File: src/rtl/a2d_sched.sv
// Round-robin scheduler sharing one SPI A2D among four analog sources (ch 0, 4, 5, 6).
// Define A2D_SCHED_LD_AVG_EN to make lft_ld/rght_ld two-sample running averages.
module a2d_sched #(
  parameter bit          FAST_SIM = 1'b1,
  parameter int unsigned TMO_CYC  = 1024
) (
  input  logic        clk,
  input  logic        rst,
  input  logic        en,
  input  logic        err_clr,
  input  logic        a2d_done,
  input  logic [11:0] a2d_data,
  output logic        a2d_strt,
  output logic [2:0]  a2d_chnl,
  output logic [11:0] lft_ld,
  output logic [11:0] rght_ld,
  output logic [11:0] steer_pot,
  output logic [11:0] batt,
  output logic        smpl_vld,
  output logic        a2d_err
);

  localparam int unsigned TW = FAST_SIM ? 8 : 16;
  localparam int unsigned CW = (TMO_CYC > 2) ? $clog2(TMO_CYC) : 1;
  localparam logic [CW-1:0] TmoLast = CW'(TMO_CYC - 1);

  typedef enum logic [1:0] {StIdle, StStart, StWait, StNext} state_e;

  state_e        state_q;
  logic [TW-1:0] timer_q;
  logic [1:0]    slot_q;
  logic [CW-1:0] tmo_q;
  logic          tick;
  logic [11:0]   lft_new;
  logic [11:0]   rght_new;

  assign tick = &timer_q;

  function automatic logic [2:0] slot_chnl(input logic [1:0] s);
    case (s)
      2'd0:    return 3'd0;
      2'd1:    return 3'd4;
      2'd2:    return 3'd5;
      default: return 3'd6;
    endcase
  endfunction

`ifdef A2D_SCHED_LD_AVG_EN
  logic        lft_seen_q;
  logic        rght_seen_q;
  logic        lft_we;
  logic        rght_we;
  logic [12:0] lft_sum;
  logic [12:0] rght_sum;

  assign lft_we   = (state_q == StWait) && a2d_done && (slot_q == 2'd0);
  assign rght_we  = (state_q == StWait) && a2d_done && (slot_q == 2'd1);
  assign lft_sum  = {1'b0, lft_ld} + {1'b0, a2d_data};
  assign rght_sum = {1'b0, rght_ld} + {1'b0, a2d_data};
  // First sample after reset loads raw so the average does not start from 0.
  assign lft_new  = lft_seen_q ? lft_sum[12:1] : a2d_data;
  assign rght_new = rght_seen_q ? rght_sum[12:1] : a2d_data;

  always_ff @(posedge clk) begin
    if (rst) begin
      lft_seen_q  <= 1'b0;
      rght_seen_q <= 1'b0;
    end else begin
      if (lft_we)  lft_seen_q  <= 1'b1;
      if (rght_we) rght_seen_q <= 1'b1;
    end
  end
`else
  assign lft_new  = a2d_data;
  assign rght_new = a2d_data;
`endif

  always_ff @(posedge clk) begin
    if (rst) begin
      state_q   <= StIdle;
      timer_q   <= '0;
      slot_q    <= 2'd0;
      tmo_q     <= '0;
      a2d_strt  <= 1'b0;
      a2d_chnl  <= 3'd0;
      lft_ld    <= 12'd0;
      rght_ld   <= 12'd0;
      steer_pot <= 12'd0;
      batt      <= 12'd0;
      smpl_vld  <= 1'b0;
      a2d_err   <= 1'b0;
    end else begin
      timer_q  <= timer_q + 1'b1;
      a2d_strt <= 1'b0;
      smpl_vld <= 1'b0;
      // A timeout later in this block overrides the clear.
      if (err_clr) a2d_err <= 1'b0;
      unique case (state_q)
        StIdle: begin
          if (tick && en) begin
            slot_q   <= 2'd0;
            a2d_strt <= 1'b1;
            a2d_chnl <= slot_chnl(2'd0);
            state_q  <= StStart;
          end
        end
        StStart: begin
          tmo_q   <= '0;
          state_q <= StWait;
        end
        StWait: begin
          if (a2d_done) begin
            case (slot_q)
              2'd0:    lft_ld    <= lft_new;
              2'd1:    rght_ld   <= rght_new;
              2'd2:    steer_pot <= a2d_data;
              default: batt      <= a2d_data;
            endcase
            state_q <= StNext;
          end else if (tmo_q == TmoLast) begin
            a2d_err <= 1'b1;
            state_q <= StNext;
          end else begin
            tmo_q <= tmo_q + 1'b1;
          end
        end
        StNext: begin
          if ((slot_q == 2'd3) || !en) begin
            smpl_vld <= (slot_q == 2'd3);
            slot_q   <= 2'd0;
            state_q  <= StIdle;
          end else begin
            slot_q   <= slot_q + 2'd1;
            a2d_strt <= 1'b1;
            a2d_chnl <= slot_chnl(slot_q + 2'd1);
            state_q  <= StStart;
          end
        end
        default: state_q <= StIdle;
      endcase
    end
  end

endmodule

File: config.mk
export PLATFORM = sky130hd
export DESIGN_NAME = a2d_sched
export DESIGN_NICKNAME = d
export VERILOG_FILES = /design/src/rtl/a2d_sched.sv
export SDC_FILE = /design/constraint.sdc
export NUM_CORES = 1
export LEC_CHECK = 0
export BUFFER_PORTS_ARGS = -buffer_cell sky130_fd_sc_hd__buf_4
export CAP_MARGIN = 10
export CORE_ASPECT_RATIO = 0.6
export CORE_UTILIZATION = 45
export DETAILED_ROUTE_END_ITERATION = 16
export PLACE_DENSITY = 0.68
export SYNTH_ARGS = -nofsm -noshare
export SYNTH_HDL_FRONTEND = slang
export SYNTH_SLANG_ARGS = --single-unit
export TNS_END_PERCENT = 10
File: constraint.sdc
create_clock -name clk -period 1.8 [get_ports clk]
set_input_delay 0.36 -clock clk [delete_from_list [all_inputs] [get_ports clk]]
set_output_delay 0.36 -clock clk [all_outputs]
set_load 0.05 [all_outputs]
# Word level (Yosys, flattened, before mapping)
# Cells that the tools add are included.
[word_totals]
word_cells = 73
ff_bits = 76
[op_classes]
n_eq_ne = 14
add_sub_neg = 3
n_reduce_logical = 19
bitwise = 3
mux = 22
[op_table]
columns = ["op", "n"]
rows = [
  ["2-to-1 mux 10 bit", 2],
  ["case mux 10 bit (2 select lines)", 1],
  ["AND reduction 3 bit", 6],
  ["adder 10 x 1 -> 10 bit, second input constant", 1],
  ["equality test 10 bit, second input constant", 1],
  ["equality test 2 bit, second input constant", 5],
  ["2-to-1 mux 2 bit", 5],
  ["case mux 3 bit (3 select lines)", 1],
  ["adder 8 x 1 -> 8 bit, second input constant", 1],
  ["!= test 2 bit, second input constant", 4],
  ["case mux 2 bit (4 select lines)", 1],
  ["AND reduction 8 bit", 1],
  ["2-to-1 mux 1 bit", 7],
  ["equality test 2 x 1 -> 1 bit, second input constant", 3],
  ["logical NOT 2 bit", 3],
  ["2-to-1 mux 3 bit", 2],
  ["case mux 3 bit (2 select lines)", 1],
  ["OR reduction 3 bit", 2],
  ["case mux 2 bit (2 select lines)", 1],
  ["AND reduction 2 bit", 2],
  ["nonzero test 2 bit", 2],
  ["!= test 3 bit, second input constant", 1],
  ["NOT 1 bit", 3],
  ["adder 2 x 1 -> 2 bit, second input constant", 1],
  ["4 further kinds", 4],
]

# Longest topological paths before layout
[depth]
depth_word = 5
mapped_depth = 7
mapped_depth_nobuf = 6

# Worst setup path after synthesis
# Ideal clock, no wire load.
[synth_timing]
path_kind = "register to register"
start = "reg state_q[0]"
end = "reg tmo_q[3]"
t_arrival_ns = 1.563
path_slack_ns = 0.175
stages_incl_launch_ff = 7
path_buffers = 0
setup_time_ns = 0.062
synth_period_minus_slack_ns = 1.625
t_required_ns = 1.738
path_cell_list = "dfxtp_1 > inv_1 > ha_1 > nand2b_4 > a41o_4 > or4_1 > nand3_1"
[synth_between]
elab_chain_cells = 3
elab_cells_between_ends = 7
[synth_rtl]
columns = ["item", "line", "rtl"]
rows = [
  ["start, declared", "29", "state_e state_q;"],
  ["start signal, assigned", "80", "state_q <= StIdle;"],
  ["start signal, assigned", "104", "state_q <= StStart;"],
  ["start signal, assigned", "109", "state_q <= StWait;"],
  ["equality test 2 bit or equality test 2 x 1 -> 1 bit (tied branches)", "98", "unique case (state_q)"],
  ["!= test 2 bit (no source line) or nonzero test 2 bit (tied branches)", "-", ""],
  ["AND reduction 3 bit (no source line)", "-", ""],
  ["end signal, assigned", "124", "tmo_q <= tmo_q + 1'b1;"],
  ["end, declared", "32", "logic [CW-1:0] tmo_q;"],
]
# Several ways; a longest one is shown, not always the timed one.
# A chain may end at the register's enable or synchronous reset.

# Final worst setup path
[layout_timing]
start = "reg state_q[1]"
end = "reg a2d_strt"
[layout_between]
elab_chain_cells = 2
elab_cells_between_ends = 3
[layout_rtl]
columns = ["item", "line", "rtl"]
rows = [
  ["equality test 2 bit or logical NOT 2 bit (tied branches)", "98", ""],
  ["case mux 1 bit (2 select lines) (*)", "98", ""],
  ["end signal, assigned", "94", "a2d_strt <= 1'b0;"],
  ["end signal, assigned", "102", "a2d_strt <= 1'b1;"],
  ["end signal, assigned", "134", "a2d_strt <= 1'b1;"],
  ["end, declared", "13", "output logic a2d_strt,"],
]
# Every way passes the cells marked *; elsewhere a longest branch is shown, timed or not.

==> out/qor.csv <==
stage;metric;value;unit
floorplanning;rows;23;
final_layout;final_util;0.628;
power;p_switching;756;uW
sta;fmaxAchievable;590;MHz
sta;fin_skew;0.00662;ns
synthesis;async_flop_share;0;
synthesis;synthFlopType;dfxtp_1;
global_routing;grt.total_usage;0.249;
global_routing;antenna_found_initial;0;
final_layout;fin_cells;558;
placement;dp_cells;542;
final_layout;drive_gt1_frac;0.244;
clocking;cts_tree;done;
synthesis;seq_area_frac_synth;0.484;
clocking;cts_made_buffers;9;
critical_path;end_kind;flip-flop;
global_routing;grt_max_degree;38;
placement;place_congestion;0.883;
synthesis;synth_top_area_share;0.484;
routing;dr.pass1.iters;4;
synthesis;ys_types;38;
routing;viasPerCell;5.30;
clocking;cts_root_buffer;clkbuf_16;
synthesis;syn_area;3150;sq um
synthesis;synth_top_area_cell;dfxtp_1;
final_layout;area_growth;34.0;%
synthesis;yosys-top-cells-area;dfxtp_1, nand2_1, a21oi_1, ha_1, nand3_1;
status;status;complete, no violations;
power;pwr-share-clk;0.538;
flow_run;drv_cap;0;
routing;num_vias;2959;
power;irDropWorstVdd;0.878;mV
routing;postRouteAntennaNets;0;
synthesis;synth_common_cells;nand2_1, dfxtp_1, a21oi_1;
global_routing;grt_pass1_vias;2693;
synthesis;postSynthCellCount;385;
synthesis;synth_edf_count;0;
clocking;clk_pin_slew;0.06;ns
synthesis;ys_warn_count;0;
clocking;clk_path_buf_depth;2;
floorplanning;fp.dieH;66.8;microns
worst_hold_path;holdCritPathClass;in -> reg;
critical_path;arrival;1.94;ns
sta;min_period;1.69;ns
placement;portBuffers;70;
clocking;htreeDepth;3;
sta;hold_viol_final;0;
power;power_density;918;nW/um^2
routing;wire_per_inst;15.1;microns
critical_path;ff2ff_setup_slack;0.11;ns
clocking;clock_latency;0.34;ns
final_layout;n_antenna_cell;0;
sta;tightest_slew;0.455;ns
sta;max_slew_margin;0.689;
placement;dp_hpwl;6080;microns
synthesis;synth.most_common_cell;nand2_1;
critical_path;cp_data_required_time;2.05;ns
critical_path;worstPathMaxFanout;5;
clocking;hold_buffers;0;
floorplanning;initial_utilization;0.469;
power;swShare;0.195;
power;power_frac_comb;0.024;
synthesis;ys_ff_latch;76;
floorplanning;coreArea;6710;sq um
critical_path;startpoint_type;flip-flop;
clocking;clock_sinks;76;
sta;fin_crit_sh;0.941;
floorplanning;ios;71;
critical_path;path_class;reg -> reg;
sta;slew_viol_final;0;
global_routing;grt_pass1_wl;13400;microns
routing;drtIter0Drc;193;
sta;setup_viol;0;
synthesis;synth_area_per_cell;8.17;sq um
sta;worst_hold_slack;0.243;ns
routing;routed_wl;8450;microns
floorplanning;die_area;7340;sq um
global_routing;grt-ovfl-total;0;
power;p_leak;1.67;nW
routing;post-route-drc-count;0;
power;internal_power;3.11;mW
power;p_seq_frac;0.438;
final_layout;final_nets;495;
floorplanning;die_x;110;microns
synthesis;synth_nets;414;
## cell usage in the layout (no fill, tap or decap), types with 2 or more instances in the layout
cell type  count
clkbuf_16      9
nand2_1      108
nand3_1       23
or4_1          4
nand4_1        3
a21oi_1       62
nor2_1        11
dfxtp_1       76
bufinv_16      3
ha_1          11
buf_4         89
a2111oi_0      2
xnor2_1        2
and3_1         5
a311oi_1       2
o21ai_0        7
nor2b_1        3
a41oi_1        2
or3_1          3
o211ai_1       4
o31ai_1        2
nand2b_1       5
xor2_1         2
nor3_1         4
inv_1          8
## worst paths after layout
check,startpoint,end,depth (start not counted)
max reg2reg,state_q[1],a2d_strt,5
min reg2reg,lft_ld[9],lft_ld[9],2
min,rst,tmo_q[5],2
max,state_q[1],a2d_strt,5
## critical path, stage by stage (launching register included)
cell      delay, ns
dfxtp_1        0.35
inv_1          0.10
ha_1           0.25
inv_1          0.13
or4_1          0.56
a211oi_1       0.23
## repair_timing
item / 4_1_cts / 5_1_grt
resized for setup: 0 / 6
setup endpoints to repair: 0 / 22
endpoints found under the hold margin: 0 / 0
buffers inserted: 0 / 0
## sequential cells by signal (all words and copies together), names as in the netlist, 2 cells and up
name	count
a2d_chnl	3
steer_pot	12
timer_q	8
slot_q	2
lft_ld	12
rght_ld	12
state_q	2
tmo_q	10
batt	12
## logic make-up (layout without fill, tap and decap cells)
| family | after synthesis | count (layout) | synth area share |
|---|---|---|---|
| AOI/OAI and AO/OA | 90 | 90 | 0.171 |
| xor gates and xnor gates | 4 | 4 | 0.0111 |
| adders and majority gates | 12 | 12 | 0.0477 |
| buffers and inverters | 28 | 114 | 0.0358 |
| DFF | 76 | 76 | 0.484 |
| and+or+nand+nor | 175 | 175 | 0.251 |
## layer usage
| metal | GRT usage | vias up | wire length (microns) |
|---|---|---|---|
| met5 | 0 | - | 0 |
| met2 | 0.351 | 73 | 3570 |
| met3 | 0.0822 | 4 | 607 |
| li1 | - | 1491 | - |
| met4 | 0.0600 | 0 | 53 |
| met1 | 0.359 | 1391 | 4220 |
## power groups by stage
stage,registers (mW),logic (mW),clock network [mW]
finish,1.69,0.0928,2.08
global route,1.69,0.100,2.20
CTS,1.69,0.0920,2.13
detailed placement,1.73,0.0919,0
global placement,1.73,0.0916,0
floorplan,1.73,0.0375,0
## through the flow
step,TNS (ns),setup WS [ns],total power [mW],cell area [sq um]
detailed placement,0,0.0904,1.82,3840
floorplan,0,0.175,1.77,3150
global route,-0.00596,-0.00596,3.99,4210
CTS,0,0.0794,3.91,4190
global placement,0,0.114,1.82,3840
finish,0,0.106,3.87,4210
## cell type report
| cell class | instances | area [sq um] |
|---|---|---|
| Clock buffer | 10 | 239 |
| Multi-Input combinational cell | 281 | 1530 |
| Sequential cell | 76 | 1520 |
| Timing Repair Buffer | 89 | 668 |
| Clock inverter | 6 | 111 |
| Tap cell | 87 | 109 |
| Inverter | 9 | 33.8 |
| Fill cell | 607 | 2490 |
Note: power is estimated with default switching activity, not from simulation.
